--- src/rtl/cpu_types_pkg.sv ---
// Shared CPU memory-system types: RAM handshake state and arbiter FSM encoding.
package cpu_types_pkg;

  typedef enum logic [1:0] {
    FREE   = 2'b00,
    BUSY   = 2'b01,
    ACCESS = 2'b10,
    ERROR  = 2'b11
  } ramstate_t;

  typedef enum logic [1:0] {
    IDLE = 2'b00,
    IGNT = 2'b01,
    DGNT = 2'b10
  } arb_state_t;

  localparam int ARB_CNT_W = 4;

endpackage

--- src/rtl/mem_arbiter.sv ---
// Single-ported RAM arbiter between instruction fetch and data ports.
// Data has priority; a saturating counter forces a fetch grant after DPRIO_MAX data grants.
module mem_arbiter
  import cpu_types_pkg::*;
#(
  parameter int DPRIO_MAX = 4
) (
  input  logic        CLK,
  input  logic        RST,
  input  logic        iREN,
  input  logic [31:0] iaddr,
  output logic        iwait,
  output logic [31:0] iload,
  input  logic        dREN,
  input  logic        dWEN,
  input  logic [31:0] daddr,
  input  logic [31:0] dstore,
  output logic        dwait,
  output logic [31:0] dload,
  output logic        ramREN,
  output logic        ramWEN,
  output logic [31:0] ramaddr,
  output logic [31:0] ramstore,
  input  logic [31:0] ramload,
  input  ramstate_t   ramstate
);

  localparam logic [ARB_CNT_W-1:0] CNT_MAX = ARB_CNT_W'(DPRIO_MAX);

  arb_state_t           state_reg, state_next;
  logic [ARB_CNT_W-1:0] count_reg, count_next;
  logic                 dreq;

  assign dreq  = dREN | dWEN;
  assign iload = ramload;
  assign dload = ramload;

  always_ff @(posedge CLK) begin
    if (RST) begin
      state_reg <= IDLE;
      count_reg <= '0;
    end else begin
      state_reg <= state_next;
      count_reg <= count_next;
    end
  end

  // Completion, error and a dropped request all return to IDLE; an error retries via re-arbitration.
  always_comb begin
    state_next = state_reg;
    count_next = count_reg;
    case (state_reg)
      IDLE: begin
        if (dreq && !(iREN && count_reg == CNT_MAX)) begin
          state_next = DGNT;
          if (iREN && count_reg != CNT_MAX)
            count_next = count_reg + 1'b1;
        end else if (iREN) begin
          state_next = IGNT;
        end
        if (!iREN || state_next == IGNT)
          count_next = '0;
      end
      IGNT: begin
        if (!iREN || ramstate == ACCESS || ramstate == ERROR)
          state_next = IDLE;
      end
      DGNT: begin
        if (!dreq || ramstate == ACCESS || ramstate == ERROR)
          state_next = IDLE;
      end
      default: state_next = IDLE;
    endcase
  end

  // Outputs are held inactive during reset so an abandoned access never completes.
  always_comb begin
    ramREN   = 1'b0;
    ramWEN   = 1'b0;
    ramaddr  = '0;
    ramstore = '0;
    iwait    = 1'b1;
    dwait    = 1'b1;
    if (!RST) begin
      case (state_reg)
        IGNT: begin
          ramaddr = iaddr;
          ramREN  = iREN;
          iwait   = !(iREN && ramstate == ACCESS);
        end
        DGNT: begin
          ramaddr  = daddr;
          ramstore = dstore;
          if (dWEN)
            ramWEN = 1'b1;
          else
            ramREN = dREN;
          dwait = !(dreq && ramstate == ACCESS);
        end
        default: ;
      endcase
    end
  end

endmodule

--- config.mk ---
export PLATFORM = sky130hd
export DESIGN_NAME = mem_arbiter
export DESIGN_NICKNAME = d
export VERILOG_FILES = /design/src/rtl/cpu_types_pkg.sv /design/src/rtl/mem_arbiter.sv
export SDC_FILE = /design/constraint.sdc
export NUM_CORES = 1
export LEC_CHECK = 0
export CAP_MARGIN = 30
export CORE_AREA = 2 2 104 106
export DETAILED_ROUTE_END_ITERATION = 8
export DIE_AREA = 0 0 106 108
export PLACE_DENSITY_LB_ADDON = 0.12
export SYNTH_ARGS = -nofsm -noshare
export SYNTH_HDL_FRONTEND = slang
export SYNTH_SLANG_ARGS = --single-unit
--- constraint.sdc ---
create_clock -name CLK -period 3.51 [get_ports CLK]
set_clock_uncertainty 0.2 [all_clocks]
set_input_delay 0.351 -clock CLK [delete_from_list [all_inputs] [get_ports CLK]]
set_output_delay 0.351 -clock CLK [all_outputs]
set_load 0.005 [all_outputs]
* After elaboration in Yosys (flattened, before gate mapping) *
Index checks and enable logic that the tools add are counted.

storage, ports and cells
  output and inout bits = 132
  bits of input ports = 135
  bits in registers = 6
  logic and storage cells = 56

cells by class
  bitwise gates (word level) = 1
  muxes and demuxes = 23
  eq/ne operators = 9
  add/subtract/negate cells = 1
  reduce and logical (&&, ||, !) cells = 20

operators with widths
  cell                                                                    number
  32-bit 2-to-1 mux                                                       3
  32-bit case mux with 2 select lines                                     1
  4-bit 2-to-1 mux                                                        3
  2-bit 2-to-1 mux                                                        5
  1-bit 2-to-1 mux                                                        9
  2-bit equality test (second input constant)                             3
  2-bit case mux with 3 select lines                                      1
  1-bit logical AND                                                       5
  1-bit logical NOT                                                       5
  1-bit logical OR                                                        5
  4-bit by 1-bit adder with 4-bit output (second input constant)          1
  2-bit by 1-bit equality test with 1-bit output (second input constant)  2
  4-bit by 3-bit equality test with 1-bit output (second input constant)  1
  2-bit != test (second input constant)                                   2
  4-bit by 3-bit != test with 1-bit output (second input constant)        1
  2-bit nonzero test                                                      2
  3-bit AND reduction                                                     1
  2-bit logical NOT                                                       1
  1-bit case mux with 2 select lines                                      1
  2-bit AND reduction                                                     1
  1-bit bitwise OR                                                        1

* Depth between registers and ports, before layout *
  word-level depth = 10
  mapped depth = 6
  mapped depth without buffers = 5

* Worst setup path before layout *
Ideal clock, no wire load.

  path type = flip-flop to output port
  start point = register state_reg[1]
  end point = output iwait
  buffers on the path = 1
  cell stages (with the launch flop) = 6
  required time = 2.959 ns
  data arrival time = 1.218 ns
  setup slack = 1.741 ns
  cell sequence = dfxtp_1 > inv_1 > ha_1 > buf_2 > nand2_2 > or4b_1

on the way
  cells in the longest elaborated chain, start to end = 3

ends and longest elaborated chain
  what                                            line               RTL
  start, declared                                 mem_arbiter.sv:30  arb_state_t state_reg, state_next;
  start signal, assigned                          mem_arbiter.sv:43  state_reg <= state_next;
  2-bit by 1-bit equality test with 1-bit output  mem_arbiter.sv:85  case (state_reg)
  1-bit 2-to-1 mux                                mem_arbiter.sv:85
  1-bit 2-to-1 mux                                mem_arbiter.sv:84  if (!RST) begin
  end, declared                                   mem_arbiter.sv:12  output logic iwait,

Every way passes these cells.

* Worst setup path after layout *
  start point = register state_reg[0]
  end point = output ramstore[25]

on the way
  cells in the longest elaborated chain, start to end = 3

ends and longest elaborated chain
  what                 line               RTL
  2-bit equality test  mem_arbiter.sv:85
  32-bit 2-to-1 mux    mem_arbiter.sv:85
  32-bit 2-to-1 mux    mem_arbiter.sv:84
  end, declared        mem_arbiter.sv:23  output logic [31:0] ramstore,

Every way passes these cells.

==> results.py <==
metrics = {
    "clock_tree": {
        "hold_buffers": 0,
        "post_cts_resized": 0,
        "root_buffer": "clkbuf_8",
        "cts_max_path_buffers": 2,
        "htree_num_levels": 1,
        "clk_latency_ns": 0.22,
        "cts_buffers": 3,
        "clk_pin_slew_worst_paths_ns": 0.04,
        "tritoncts": "done",
        "clkSinkCount": 6,
        "cts_setup_buffers": 0,
    },
    "global_route": {
        "grt_pass1_vias": 1840,
        "grt_usage_pct": 10.7,
        "antenna_found_initial": 0,
        "grt_pass1_wl_mm": 9.85,
        "grt_max_degree": 35,
        "gr-total-overflow": 0,
    },
    "floorplan": {
        "fp-row-count": 37,
        "start_util_pct": 15.7,
        "die_w_um": 106,
        "coreArea_um2": 10200,
        "die_h_um": 108,
        "fp.dieArea_um2": 11400,
        "ioPinCount": 267,
    },
    "synthesis": {
        "synth_area_per_cell_um2": 6.91,
        "seq_area_frac_synth_pct": 7.46,
        "yosys.area.top_type": "buf_4",
        "syn_nets": 374,
        "yosys.area_share.xor_xnor_pct": 0,
        "netlist_instances": 233,
        "synth_top_family_by_area": "buffers and inverters",
        "synth.mux.area_fraction_pct": 0,
        "syn_area_um2": 1610,
        "synth_compound_area_share_pct": 20.4,
        "ys_ff_latch": 6,
        "ys_warn_count": 0,
        "synth_area_leaders": "buf_4, a22oi_1, and2_1",
        "netlist-cell-type-count": 31,
        "yosys.area.top_type_share_pct": 29.8,
        "synth-simple-area-share_pct": 31.5,
        "synth_fa_ha_area_share_pct": 4.66,
    },
    "power_and_ir_drop": {
        "ir_worst_vdd_uv": 249,
        "power.leakage_nw": 1.01,
        "power.density_nw_per_um2": 189,
        "swShare_pct": 32.5,
        "switchingPower_mw": 0.184,
        "p_seq_share_pct": 13.7,
        "p_comb_share_pct": 67.9,
        "pwr-share-clk_pct": 18.4,
        "p_int_mw": 0.382,
    },
    "layout": {
        "syn_to_final_growth_pct": 85.9,
        "drive_above_1_share_pct": 3.03,
        "fill_cells": 1117,
        "diodes": 0,
        "nNetsFinal": 473,
        "largest_reg_flops": 4,
        "regArea_um2": 120,
        "finish.utilization_pct": 29.3,
        "multi_input_area_um2": 912,
        "final_cell_area_um2": 2990,
    },
    "timing": {
        "relSlewSlack_pct": 69.7,
        "period_share_pct": 81.0,
        "setup_viol": 0,
        "rsz0062_at_grt": "no",
        "hold_ws_ns": 0.323,
        "hold_viol": 0,
        "min_period_ns": 2.84,
        "tns_ns": 0,
        "tightest_slew_ns": 0.454,
        "setup_slack_ns": 0.665,
        "max_clock_freq_mhz": 352,
        "slew_viol_final": 0,
    },
    "critical_path": {
        "r2r_cells": 5,
        "end_kind": "primary output",
        "worstPathMaxFanout": 34,
        "rr_endpoint": "state_reg[1]",
        "critPathKind": "flip-flop to primary output",
        "r2r_slack_ns": 1.65,
        "critPathLaunchType": "flip-flop",
        "r2r-start": "state_reg[0]",
        "cp_data_required_time_ns": 2.96,
        "arrival_ns": 2.29,
    },
    "job": {
        "drv_cap": 0,
    },
    "hold_path": {
        "min_to": "count_reg[0]",
        "hold_path_class": "flip-flop to flip-flop",
        "hold_start": "count_reg[0]",
        "whs_path_depth": 2,
    },
    "placed_design": {
        "port_buffers": 170,
        "gp_congestion": 0.722,
        "dpl.hpwl_mm": 5.43,
        "dp_slack_ns": 0.794,
        "dpl_cell_area_um2": 2950,
    },
    "status": {
        "outcome": "finished, final reports clean",
    },
    "route": {
        "vias": 1881,
        "routed_wl_mm": 6.77,
        "vias_per_cell": 4.04,
        "drc": 0,
        "drtIter0Drc": 83,
        "drtAntennaViolNets": 0,
        "first_pass_iters": 4,
        "wl_per_cell_um": 14.5,
    },
}
[worst max path at each step]
stage | from | endpoint | cells past startpoint
after floorplan | state_reg[1] | iwait | 5
after global placement | RST | ramaddr[15] | 5
after detailed placement | RST | ramaddr[9] | 5
after CTS | state_reg[0] | ramaddr[9] | 6
after global routing | state_reg[0] | ramaddr[9] | 6
final | state_reg[0] | ramstore[25] | 6
[per-stage QoR]
stage / cells / power [mW]
detailed placement: 463 / 0.470
finish: 466 / 0.566
global placement: 463 / 0.472
CTS: 466 / 0.577
floorplan: 233 / 0.296
global route: 466 / 0.611
[power by group through the flow]
| stage | logic (mW) | clock network, mW | registers (mW) |
|---|---|---|---|
| floorplan | 0.218 | 0 | 0.0776 |
| global placement | 0.393 | 0 | 0.0786 |
| detailed placement | 0.391 | 0 | 0.0787 |
| CTS | 0.393 | 0.106 | 0.0776 |
| global route | 0.423 | 0.110 | 0.0787 |
| finish | 0.385 | 0.104 | 0.0776 |
[cells in the final DEF (no fill, tap or decap), types with 2 or more instances in the layout]
cell	n
a21oi_1	3
a22oi_1	32
a31oi_1	2
and2_1	33
and4b_1	2
buf_4	4
clkbuf_8	3
clkdlybuf4s50_1	170
dfxtp_1	6
ha_1	6
inv_1	5
nand2b_1	5
nand3b_1	3
nand4_1	3
nand4b_1	3
nor2_1	36
o21ai_1	2
[worst max-delay path, cell delays in order (launching register included)]
cell	delay, ns
dfxtp_1	0.32
inv_1	0.11
ha_1	0.45
nor2b_2	0.22
buf_4	0.27
and2_1	0.17
clkdlybuf4s50_1	0.52
[metal layers]
metal,global-route usage (%),up-vias,routed length (µm)
met2,21.6,79,3800
li1,-,921,-
met1,10.7,862,2340
met5,0,-,0
met4,3.01,0,144
met3,2.89,19,492
[final cells by class]
| class | instances | area share (%) |
|---|---|---|
| tap | 136 | 5.68 |
| inverter | 5 | 0.627 |
| timing repair buffer | 174 | 57.8 |
| sequential | 6 | 4.01 |
| multi-input combinational | 142 | 30.5 |
| clock buffer | 3 | 1.38 |
[cells in the mapped netlist]
cell	n
a211oi_1	1
a21o_2	1
a21oi_1	3
a221oi_1	1
a22oi_1	32
a31oi_1	2
a32o_1	1
and2_1	33
and4b_1	2
buf_2	6
buf_4	64
buf_6	1
clkbuf_1	6
clkbuf_2	3
dfxtp_1	6
ha_1	6
inv_1	5
nand2_2	1
nand2b_1	5
nand3_1	1
nand3b_1	3
nand4_1	3
nand4b_1	3
nand4bb_1	1
nor2_1	36
nor2b_1	1
nor2b_2	1
o21a_1	1
o21ai_1	2
o221ai_1	1
or4b_1	1
[kinds of logic after synthesis]
| kind of cell | count (synthesis) |
|---|---|
| simple gates | 91 |
| buf+inv | 85 |
| flops | 6 |
| fa+ha+maj | 6 |
| compound gates | 45 |
(Power assumes the default switching activity.)
